File: src/rtl/uio_uart_tx.sv
// uio_uart_tx: byte-wide UART transmitter (8N1 or 8N2, LSB first) driving one
// bidirectional tile pad as an output.
//
// A one-byte holding register sits in front of the shifter so that the next
// byte can be accepted while the current frame shifts out. This allows
// back-to-back frames with no idle gap between them.
//
// Parameters
//   CLKS_PER_BIT : clock cycles per serial bit (2..65535)
//   STOP_BITS    : number of stop bits (1 or 2)
//
// Ports
//   clk      : rising-edge clock
//   rst      : asynchronous active-high reset
//   in_data  : byte to send, sampled on an accepting edge
//   in_valid : in_data is offered
//   in_ready : holding register empty; accept on in_valid && in_ready
//   tx       : serial line, idle/stop level 1
//   tx_oe    : pad output enable, 0 in reset, 1 from the first edge after reset
//   busy     : frame in progress or byte waiting in the holding register
module uio_uart_tx #(
    parameter int unsigned CLKS_PER_BIT = 16,
    parameter int unsigned STOP_BITS    = 1
) (
    input  logic       clk,
    input  logic       rst,
    input  logic [7:0] in_data,
    input  logic       in_valid,
    output logic       in_ready,
    output logic       tx,
    output logic       tx_oe,
    output logic       busy
);

    localparam int unsigned CNT_W = 16;
    localparam int unsigned IDX_W = 3;
    localparam logic [CNT_W-1:0] CNT_LAST  = CNT_W'(CLKS_PER_BIT - 1);
    localparam logic [IDX_W-1:0] DATA_LAST = IDX_W'(7);
    localparam logic [IDX_W-1:0] STOP_LAST = IDX_W'(STOP_BITS - 1);

    typedef enum logic [1:0] {
        IDLE  = 2'd0,
        START = 2'd1,
        DATA  = 2'd2,
        STOP  = 2'd3
    } state_t;

    state_t            state_q, state_d;
    logic [7:0]        hold_data_q, hold_data_d;
    logic              hold_valid_q, hold_valid_d;
    logic [7:0]        shift_q, shift_d;
    logic [CNT_W-1:0]  bit_cnt_q, bit_cnt_d;
    logic [IDX_W-1:0]  idx_q, idx_d;
    logic              tx_q, tx_d;
    logic              tx_oe_q, tx_oe_d;
    logic              busy_q, busy_d;
    logic              in_ready_q, in_ready_d;
    logic              accept_c;
    logic              bit_done_c;

    // State and output registers
    always_ff @(posedge clk or posedge rst) begin
        if (rst) begin
            state_q      <= IDLE;
            hold_data_q  <= '0;
            hold_valid_q <= 1'b0;
            shift_q      <= '0;
            bit_cnt_q    <= '0;
            idx_q        <= '0;
            tx_q         <= 1'b1;
            tx_oe_q      <= 1'b0;
            busy_q       <= 1'b0;
            in_ready_q   <= 1'b1;
        end else begin
            state_q      <= state_d;
            hold_data_q  <= hold_data_d;
            hold_valid_q <= hold_valid_d;
            shift_q      <= shift_d;
            bit_cnt_q    <= bit_cnt_d;
            idx_q        <= idx_d;
            tx_q         <= tx_d;
            tx_oe_q      <= tx_oe_d;
            busy_q       <= busy_d;
            in_ready_q   <= in_ready_d;
        end
    end

    // Next-state logic; outputs are computed from the next state so they register in step
    always_comb begin
        state_d      = state_q;
        hold_data_d  = hold_data_q;
        hold_valid_d = hold_valid_q;
        shift_d      = shift_q;
        bit_cnt_d    = bit_cnt_q;
        idx_d        = idx_q;
        tx_d         = 1'b1;
        tx_oe_d      = 1'b1;
        busy_d       = 1'b0;
        in_ready_d   = 1'b1;

        accept_c   = in_valid && !hold_valid_q;
        bit_done_c = (bit_cnt_q == CNT_LAST);

        // Accept and drain are mutually exclusive: drain needs hold_valid_q=1, accept needs it 0
        if (accept_c) begin
            hold_data_d  = in_data;
            hold_valid_d = 1'b1;
        end

        case (state_q)
            IDLE: begin
                if (hold_valid_q) begin
                    shift_d      = hold_data_q;
                    hold_valid_d = 1'b0;
                    bit_cnt_d    = '0;
                    idx_d        = '0;
                    state_d      = START;
                end
            end
            START: begin
                if (bit_done_c) begin
                    bit_cnt_d = '0;
                    idx_d     = '0;
                    state_d   = DATA;
                end else begin
                    bit_cnt_d = bit_cnt_q + CNT_W'(1);
                end
            end
            DATA: begin
                if (bit_done_c) begin
                    bit_cnt_d = '0;
                    if (idx_q == DATA_LAST) begin
                        idx_d   = '0;
                        state_d = STOP;
                    end else begin
                        idx_d = idx_q + IDX_W'(1);
                    end
                end else begin
                    bit_cnt_d = bit_cnt_q + CNT_W'(1);
                end
            end
            STOP: begin
                if (bit_done_c) begin
                    bit_cnt_d = '0;
                    if (idx_q == STOP_LAST) begin
                        idx_d = '0;
                        // Chain straight into the next start bit when a byte is already held
                        if (hold_valid_q) begin
                            shift_d      = hold_data_q;
                            hold_valid_d = 1'b0;
                            state_d      = START;
                        end else begin
                            state_d = IDLE;
                        end
                    end else begin
                        idx_d = idx_q + IDX_W'(1);
                    end
                end else begin
                    bit_cnt_d = bit_cnt_q + CNT_W'(1);
                end
            end
            default: begin
                state_d = IDLE;
            end
        endcase

        case (state_d)
            START:   tx_d = 1'b0;
            DATA:    tx_d = shift_d[idx_d];
            default: tx_d = 1'b1;
        endcase

        busy_d     = (state_d != IDLE) || hold_valid_d;
        in_ready_d = !hold_valid_d;
    end

    assign tx       = tx_q;
    assign tx_oe    = tx_oe_q;
    assign busy     = busy_q;
    assign in_ready = in_ready_q;

endmodule
File: config.mk
export PLATFORM = sky130hd
export DESIGN_NAME = uio_uart_tx
export DESIGN_NICKNAME = d
export VERILOG_FILES = /design/src/rtl/uio_uart_tx.sv
export SDC_FILE = /design/constraint.sdc
export NUM_CORES = 1
export LEC_CHECK = 0
export ABC_AREA = 1
export BUFFER_PORTS_ARGS = -buffer_cell sky130_fd_sc_hd__buf_2
export CORE_MARGIN = 2
export CORE_UTILIZATION = 55
export DETAILED_ROUTE_END_ITERATION = 6
export PLACE_DENSITY = 0.83
export SLEW_MARGIN = 20
export SYNTH_ARGS = -nofsm -noshare
export SYNTH_HDL_FRONTEND = slang
export SYNTH_SLANG_ARGS = --single-unit
File: constraint.sdc
create_clock -name clk -period 2.2 [get_ports clk]
set_clock_uncertainty 0.05 [all_clocks]
set_input_delay 0 -clock clk [delete_from_list [all_inputs] [get_ports clk]]
set_output_delay 0 -clock clk [all_outputs]
set_load 0.1 [all_outputs]
# ---- Word level (Yosys, flattened, before mapping)
# Cells that the tools add are included.
dict set report classes {
  addsub 2
  mul 0
  div 0
  magnitude_cmp 1
  eq_ne 8
  n_shift 0
  n_mux 30
  n_bitwise 0
  n_reduce_logical 8
}
# operator n
set op_table {}
lappend op_table {{2-to-1 mux 16 bit} 2}
lappend op_table {{one-hot mux 16 bit (2 select lines)} 1}
lappend op_table {{2-to-1 mux 8 bit} 3}
lappend op_table {{2-to-1 mux 3 bit} 6}
lappend op_table {{adder 16 x 1 -> 16 bit, second input constant} 1}
lappend op_table {{equality test 16 x 4 -> 1 bit, second input constant} 1}
lappend op_table {{one-hot mux 8 bit (2 select lines)} 1}
lappend op_table {{2-to-1 mux 2 bit} 6}
lappend op_table {{one-hot mux 3 bit (4 select lines)} 1}
lappend op_table {{one-hot mux 2 bit (4 select lines)} 1}
lappend op_table {{equality test 2 bit, second input constant} 3}
lappend op_table {{2-to-1 mux 1 bit} 6}
lappend op_table {{equality test 2 x 1 -> 1 bit, second input constant} 2}
lappend op_table {{< comparator 3 x 4 -> 1 bit, second input constant} 1}
lappend op_table {{one-hot mux 1 bit (2 select lines)} 2}
lappend op_table {{adder 3 x 1 -> 3 bit, second input constant} 1}
lappend op_table {{binary-select mux 1 bit (select 3 bit)} 1}
lappend op_table {{equality test 3 bit, second input constant} 1}
lappend op_table {{zero test 3 bit} 1}
lappend op_table {{OR reduction 3 bit} 1}
lappend op_table {{zero test 1 bit} 2}
lappend op_table {{zero test 2 bit} 1}
lappend op_table {{!= test 2 bit, second input constant} 1}
lappend op_table {{nonzero test 2 bit} 1}
lappend op_table {{other kinds (2)} 2}
dict set report totals {
  ff_bits 42
  latchBits 0
  ramBits 0
  rom_bits 0
  input_bits 11
  out_inout_bits 4
  word_cells 59
  mem_count 0
}

# ---- Logic depth before layout (Yosys ltp)
# Gate-level depths: netlist of the first run.
dict set report depth {
  word_depth 8
  depth_mapped 17
  depth_no_buf 17
}

# ---- Worst setup path before layout of the first run
# Ideal clock, no wire load.
dict set report synth_timing {
  path_kind {register -> register}
  start {register state_q[1]}
  end {register tx_q, in the netlist tx}
  setup_ns 0.078
  arrival_time_ns 1.800
  required_time_ns 2.072
  path_slack_ns 0.272
  path_stages_with_launch 17
  path_buffers 1
  period_less_slack_ns 1.928
  cell_sequence {dfrtp_1 -> inv_1 -> ha_1 -> buf_2 -> inv_1 -> nand2_1 -> nand2_1 -> a21oi_1 -> nand2_2 -> nand2_1 -> nand3_1 -> nand3_1 -> nand2_1 -> nand2_1 -> nand2_1 -> nand2_1 -> nand2_1}
}
dict set report synth_between {
  elab_chain_len 5
  elab_cells_between_ends 18
  cone_classes {5 x eq/ne; 12 x mux; 1 x reduce/logical}
}
# element line_no
set synth_lines {}
lappend synth_lines {{from (decl)} 48} ;# state_t state_q, state_d;
lappend synth_lines {{from (signal assigned)} 75} ;# state_q <= state_d;
lappend synth_lines {{equality test 2 bit (tied with other cells)} 110} ;# case (state_q)
lappend synth_lines {{one-hot mux 3 bit (4 select lines) (tied with other cells)} 110}
lappend synth_lines {{binary-select mux 1 bit (select 3 bit) or one-hot mux 2 bit (4 select lines) (tied branches)} {169, 110}}
lappend synth_lines {{2-to-1 mux 1 bit (not written as such) (tied with other cells)} 169} ;# DATA: tx_d = shift_d[idx_d];
lappend synth_lines {{one-hot mux 1 bit (2 select lines) *} 167} ;# case (state_d)
lappend synth_lines {{named net tx_d} 54} ;# logic tx_q, tx_d;
lappend synth_lines {{to (signal assigned)} 81} ;# tx_q <= tx_d;
lappend synth_lines {{to (decl)} 54}
# Mark *: on every way through the listed nets, which the timed path passes. The rest lies on a longest branch. The select of a mux whose other input is x is not followed.
# A chain may end at the register's enable or synchronous reset.

# ---- Worst setup path after layout of the first run
dict set report layout_timing {
  start {register state_q[0]}
  end {register tx_q, in the netlist tx}
}
dict set report layout_between {
  elab_chain_len 5
  elab_cells_between_ends 18
  cone_classes {5 x eq/ne; 12 x mux; 1 x reduce/logical}
}
# element line_no
set layout_lines {}
lappend layout_lines {{equality test 2 bit (tied with other cells)} 110}
lappend layout_lines {{one-hot mux 3 bit (4 select lines) *} 110}
lappend layout_lines {{named net idx_d[0]} 53} ;# logic [IDX_W-1:0] idx_q, idx_d;
lappend layout_lines {{binary-select mux 1 bit (select 3 bit) *} 169}
lappend layout_lines {{2-to-1 mux 1 bit (not written as such) *} 169}
lappend layout_lines {{one-hot mux 1 bit (2 select lines) *} 167}
lappend layout_lines {{named net tx_d} 54}
# Marks and branches as above.

==> results of run 1 <==
## critical path, stage by stage, from the launching register on
cell and delay [ns]:
dfrtp_2 0.46, inv_4 0.09, ha_2 0.20, nor2_1 0.08, a21oi_2 0.22, nand3_2 0.12
nor2_4 0.17, inv_2 0.06, nand2_4 0.09, nand3_2 0.09, nand3_1 0.10, nand2_1 0.06
nand2_1 0.05, nand2_1 0.05, nand2_1 0.05, nand2_1 0.05
## Yosys cell counts, drive strengths merged (4+ instances only)
master  number  area, um2
nor2        34      180.2
nand2      102      422.9
mux2         7      78.83
a21oi       11      70.07
ha           9      112.6
nor3         5      25.02
nand3       31      187.7
o21ai       13      80.07
nor3b        4      35.03
buf          4      25.02
nand4        5      37.53
inv         39      146.4
dfrtp       40       1001
a22oi        4      30.03
## final cells by class
cell class / instances / area, um2 / area share
Clock buffer: 6 / 82.58 / 0.02698
Inverter: 41 / 163.9 / 0.05356
Sequential cell: 42 / 1057 / 0.3455
Clock inverter: 2 / 12.51 / 0.004088
Tap cell: 54 / 67.56 / 0.02208
Timing Repair Buffer: 36 / 260.3 / 0.08504
Multi-Input combinational cell: 239 / 1416 / 0.4628
## layer usage
metal / share of wire / up-vias
met5: 0 / -
li1: - / 1132
met3: 0.062 / 14
met1: 0.44 / 1057
met2: 0.48 / 96
met4: 0.022 / 0
## power by group through the flow
stage / Sequential (mW) / Combinational [mW] / Clock, mW
finish: 1.12 / 1.46 / 0.524
global route: 1.14 / 1.62 / 0.562
CTS: 1.11 / 1.36 / 0.527
detailed placement: 1.12 / 1.33 / 0
global placement: 1.11 / 1.30 / 0
floorplan: 1.29 / 0.863 / 0
## through the flow
stage	hold WS [ns]	setup TNS [ns]	std cells	utilization	worst slack, ns
global placement	0.1041	0	394	0.5917	0.04431
global route	0.3231	-0.01132	420	0.6566	-0.01132
finish	0.2500	0	420	0.6566	0.1320
CTS	0.3318	0	412	0.6341	0.03848
floorplan	0.03979	0	325	-	0.2721
detailed placement	0.1046	-0.03563	394	0.5917	-0.03563
## flip-flops by register name, summed over array words and instances (netlist names)
signal,cells
bit_cnt_q,16
busy,1
hold_data_q,8
hold_valid_q,1
idx_q,3
in_ready,1
shift_q,8
state_q,2
tx,1
tx_oe,1
## how the worst max path moves through the flow
stage	startpoint	slack (ns)	depth (start not counted)	end
after global placement	state_q[1]	0.04	15	tx
after CTS	state_q[0]	0.04	15	tx
final	state_q[0]	0.13	15	tx
after detailed placement	state_q[1]	-0.04	15	tx
after floorplan	state_q[1]	0.27	16	tx
after global routing	state_q[1]	-0.01	13	tx
## kinds of logic after synthesis
family,count (synthesis),synth area share
DFF,42,0.4040
AOI/OAI and AO/OA,37,0.1017
muxes,7,0.03023
buffers and inverters,45,0.07053
xor gates and xnor gates,1,0.003360
and+or+nand+nor,183,0.3455
other,1,0.001438
adders and majority gates,9,0.04319
## timing repair
item / in CTS / in global routing
endpoints found under the setup margin: 1 / 1
cloned: 0 / 1
buffers inserted: 0 / 7
endpoints found under the hold margin: 34 / 0
pin swaps: 0 / 5
hold buffers: 10 / 0
gates resized for setup: 2 / 13
==> results.cfg, run 1 <==
[routing]
via_per_inst = 5.474
wirelength_mm = 5.871
final_antenna_net_count = 0
wire_per_inst_um = 13.98
first_pass_iters = 5
drcViolationCount = 0
drt_iter0_drc = 181
vias = 2299

[sta]
hold_violations = 0
finalSetupViolations = 0
relSlewSlack = 0.6107
finalCritPeriodShare = 0.9400
worst_pin_slew_ns = 0.5831
drv_slew = 0
period_needed_ns = 2.068
fmax_mhz = 483.6

[synth]
synth.distinct_cells = 41
ys_async_sr_fraction = 1.000
synth_area_um2 = 2608
synth-seq-cells = 42
synthFlopType = dfrtp_1
yosysSeqAreaShare = 0.4040
yosys_warnings = 0
syn_avg_cell_area_um2 = 8.023
synthesis.nets = 345
synth_edf_count = 0
synthCells = 325

[power_and_ir_drop]
p_sw_frac = 0.4449
leakagePower_nw = 1.490
p_sw_mw = 1.382
p_int_mw = 1.724
clockPowerShare = 0.169
power.share.combinational = 0.471
totalPowerFinal_mw = 3.107
seq_power_share = 0.360
p_per_area_nw_per_um2 = 1015
vdd_ir_drop_max_v = 0.0006160

[floorplan]
initial_utilization = 0.5595
core_area_um2 = 4661
fp.dieArea_um2 = 5308
num_rows = 25
dieWidth_um = 72.86
die_h_um = 72.86
pin_count = 15

[global_route]
antenna_found_initial = 0
grt_util_met1 = 0.3192
use_met2 = 0.3747
grt_pass1_wl_mm = 9.528
gr-max-usage-layer = met2
grt.met3_usage = 0.04282
gr-total-overflow = 0
grt_max_degree = 28
grt_pass1_vias = 2119
grtUsageTotal = 0.2339

[placed_design]
globalplace.congestion = 0.9753
portBuffers = 14
dp_hpwl_mm = 4.114
dpl-instance-area_um2 = 2758

[worst_setup_path]
rrSetupSlack_ns = 0.13
path_max_fanout = 5
rr_startpoint = state_q[0]
required_ns = 2.38
r2r_cells = 15
start_kind = flip-flop
end_kind = flip-flop
path_class = reg2reg
crit_arrival_ns = 2.25
r2r-end = tx

[final_layout]
area_delta_synth_final_pct = 17.37
drive_above_1_share = 0.2596
final_common_cell = nand2_1
final_cell_mix = 89 x nand2_1, 37 x dfrtp_1, 31 x inv_1, 27 x nor2_1, 25 x nand3_1
design_area_um2 = 3060
fillCellCount = 345
antenna_cells_inserted = 0
final_nets = 385

[job]
drv_cap = 0

[status]
status = completed

[clock_tree]
max-clock-path-buffers = 2
numClockSinks = 42
cts.htree.levels = 2
clk_latency_ns = 0.30
numCtsBuffers = 5
cts_tree = done
root_buffer = clkbuf_8
path_clk_slew_ns = 0.08

[min_path]
hp-class = in2async
Power figures use the tool's default switching activity.
==> run 2, diff against run 1 <==
==> constraint.sdc (replaced) <==
create_clock -name clk -period 2.65 [get_ports clk]
set_clock_uncertainty 0.05 [all_clocks]
set_input_delay 0 -clock clk [delete_from_list [all_inputs] [get_ports clk]]
set_output_delay 0 -clock clk [all_outputs]
set_load 0.05 [all_outputs]
==> run 2 against run 1 <==
First-iteration DRC count shrank 1.1%. Worst setup slack gained 0.12 ns. Via count shrank 1.3%. Clock power shrank 5.2%. Final area shrank 4.0%. Sequential cell count is the same. Count of clock-buffer cells in the layout shrank 1. Routed wire length shrank 6.3%. Non-clock buffer count shrank 11. Largest cell class unchanged. Largest power group unchanged.
==> results.cfg, run 2 (synthesized netlist as in run 1, its figures left out) <==
[routing]
first_pass_iters = 4
wire_per_inst_um = 13.48
via_per_inst = 5.559
drcViolationCount = 0
vias = 2268
final_antenna_net_count = 0
drt_iter0_drc = 179
wirelength_mm = 5.500

[final_layout]
antenna_cells_inserted = 0
fillCellCount = 402
final-seq-area_um2 = 1054
final_cell_mix = 90 x nand2_1, 40 x dfrtp_1, 33 x inv_1, 27 x nor2_1, 26 x nand3_1
top_regs = bit_cnt_q x16, hold_data_q x8, shift_q x8
drive_above_1_share = 0.2034
multi_input_area_um2 = 1370
final_util = 0.6301
final_nets = 373
regMostFlops = bit_cnt_q
final_common_cell = nand2_1
area_delta_synth_final_pct = 12.62
largest_reg_flops = 16

[power_and_ir_drop]
clockPowerShare = 0.206
p_sw_mw = 1.007
vdd_ir_drop_max_v = 0.0004754
seq_power_share = 0.390
totalPowerFinal_mw = 2.419
p_sw_frac = 0.4163
p_per_area_nw_per_um2 = 823.7
power.share.combinational = 0.404
leakagePower_nw = 1.445
p_int_mw = 1.412

[worst_setup_path]
start_kind = flip-flop
path_max_fanout = 8
end_kind = flip-flop
required_ns = 2.83
path_class = reg2reg
crit_arrival_ns = 2.57
r2r_cells = 13

[floorplan]
num_rows = 25
fp.dieArea_um2 = 5308
initial_utilization = 0.5595
die_h_um = 72.86
dieWidth_um = 72.86
core_area_um2 = 4661
pin_count = 15

[sta]
period_needed_ns = 2.393
hold-worst-slack_ns = 0.1903
worst_pin_slew_ns = 0.6330
setup_ws_ns = 0.2570
fmax_mhz = 417.9
finalCritPeriodShare = 0.9030
tns_ns = 0
hold_violations = 0
drv_slew = 0
relSlewSlack = 0.5754
rsz0062_at_grt = no
finalSetupViolations = 0

[clock_tree]
max-clock-path-buffers = 2
cts_tree = done
numClockSinks = 42
cts.htree.levels = 2
cts_resized = 0
numCtsBuffers = 5
clk_latency_ns = 0.30
root_buffer = clkbuf_8
path_clk_slew_ns = 0.08

[global_route]
grt_pass1_vias = 2159
use_met2 = 0.3576
grt_pass1_wl_mm = 9.722
grtUsageTotal = 0.2365
gr-total-overflow = 0
grt.met3_usage = 0.04972
antenna_found_initial = 0
grt_util_met1 = 0.3366
grt_max_degree = 26
gr-max-usage-layer = met2

[placed_design]
dp_hpwl_mm = 4.060
dp_slack_ns = 0.3720
portBuffers = 14
globalplace.congestion = 0.8962

[status]
status = completed

[min_path]
hp-class = in2async

[job]
drv_cap = 0
[run 2: changes by cell type in the layout (fill, tap and decap cells not counted), moves of 2 or more]
cell     delta
dfrtp_1     +3
inv_4       -2
ha_1        +3
inv_1       +2
ha_4        -2
buf_4      -11
dfrtp_2     -3
[run 2: area by class of cell]
type                            count  share of cell area
Inverter                           41             0.05411
Timing Repair Buffer               25             0.06050
Sequential cell                    42              0.3588
Multi-Input combinational cell    238              0.4666
Clock inverter                      3             0.01363
Clock buffer                        5             0.02343
Tap cell                           54             0.02301
[run 2: power groups by stage]
stage / Clock, mW / Sequential, mW / Combinational (mW)
finish: 0.497 / 0.944 / 0.978
global route: 0.537 / 0.964 / 1.11
CTS: 0.510 / 0.940 / 0.972
detailed placement: 0 / 0.953 / 0.949
global placement: 0 / 0.943 / 0.934
floorplan: 0 / 0.987 / 0.717
[run 2: worst paths after layout]
check | to | startpoint | slack (ns)
min reg2reg | shift_q[0] | shift_q[0] | 0.43
max reg2reg | tx | state_q[0] | 0.26
max | tx | state_q[0] | 0.26
max in group asynchronous | in_ready | rst | 1.62
min | bit_cnt_q[8] | rst | 0.19
min in group clk | hold_data_q[0] | in_data[0] | 0.42
[run 2: through the flow]
stage | cells | cell area (um2)
floorplan | 325 | 2608
global placement | 390 | 2728
detailed placement | 390 | 2728
CTS | 408 | 2937
global route | 408 | 2937
finish | 408 | 2937
[run 2: worst max-delay path, cell delays in order (launching register included)]
cell	delay [ns]
dfrtp_1	0.46
inv_1	0.13
ha_1	0.47
inv_1	0.17
nand2_1	0.18
inv_1	0.11
a22oi_1	0.28
nand3_1	0.13
nand3_1	0.09
nand2_1	0.05
nand2_1	0.05
nand2_1	0.05
nand2_1	0.05
nand2_1	0.04
[run 2: per-layer routing]
metal  wire length (um)  vias up
met5                  0        -
met4                 70        0
met3                266        8
li1                   -     1114
met2               2612       61
met1               2550     1085
[run 2: repair_timing]
item,4_1_cts,5_1_grt
hold buffers,10,0
buffers inserted,0,0
endpoints found under the hold margin,27,0
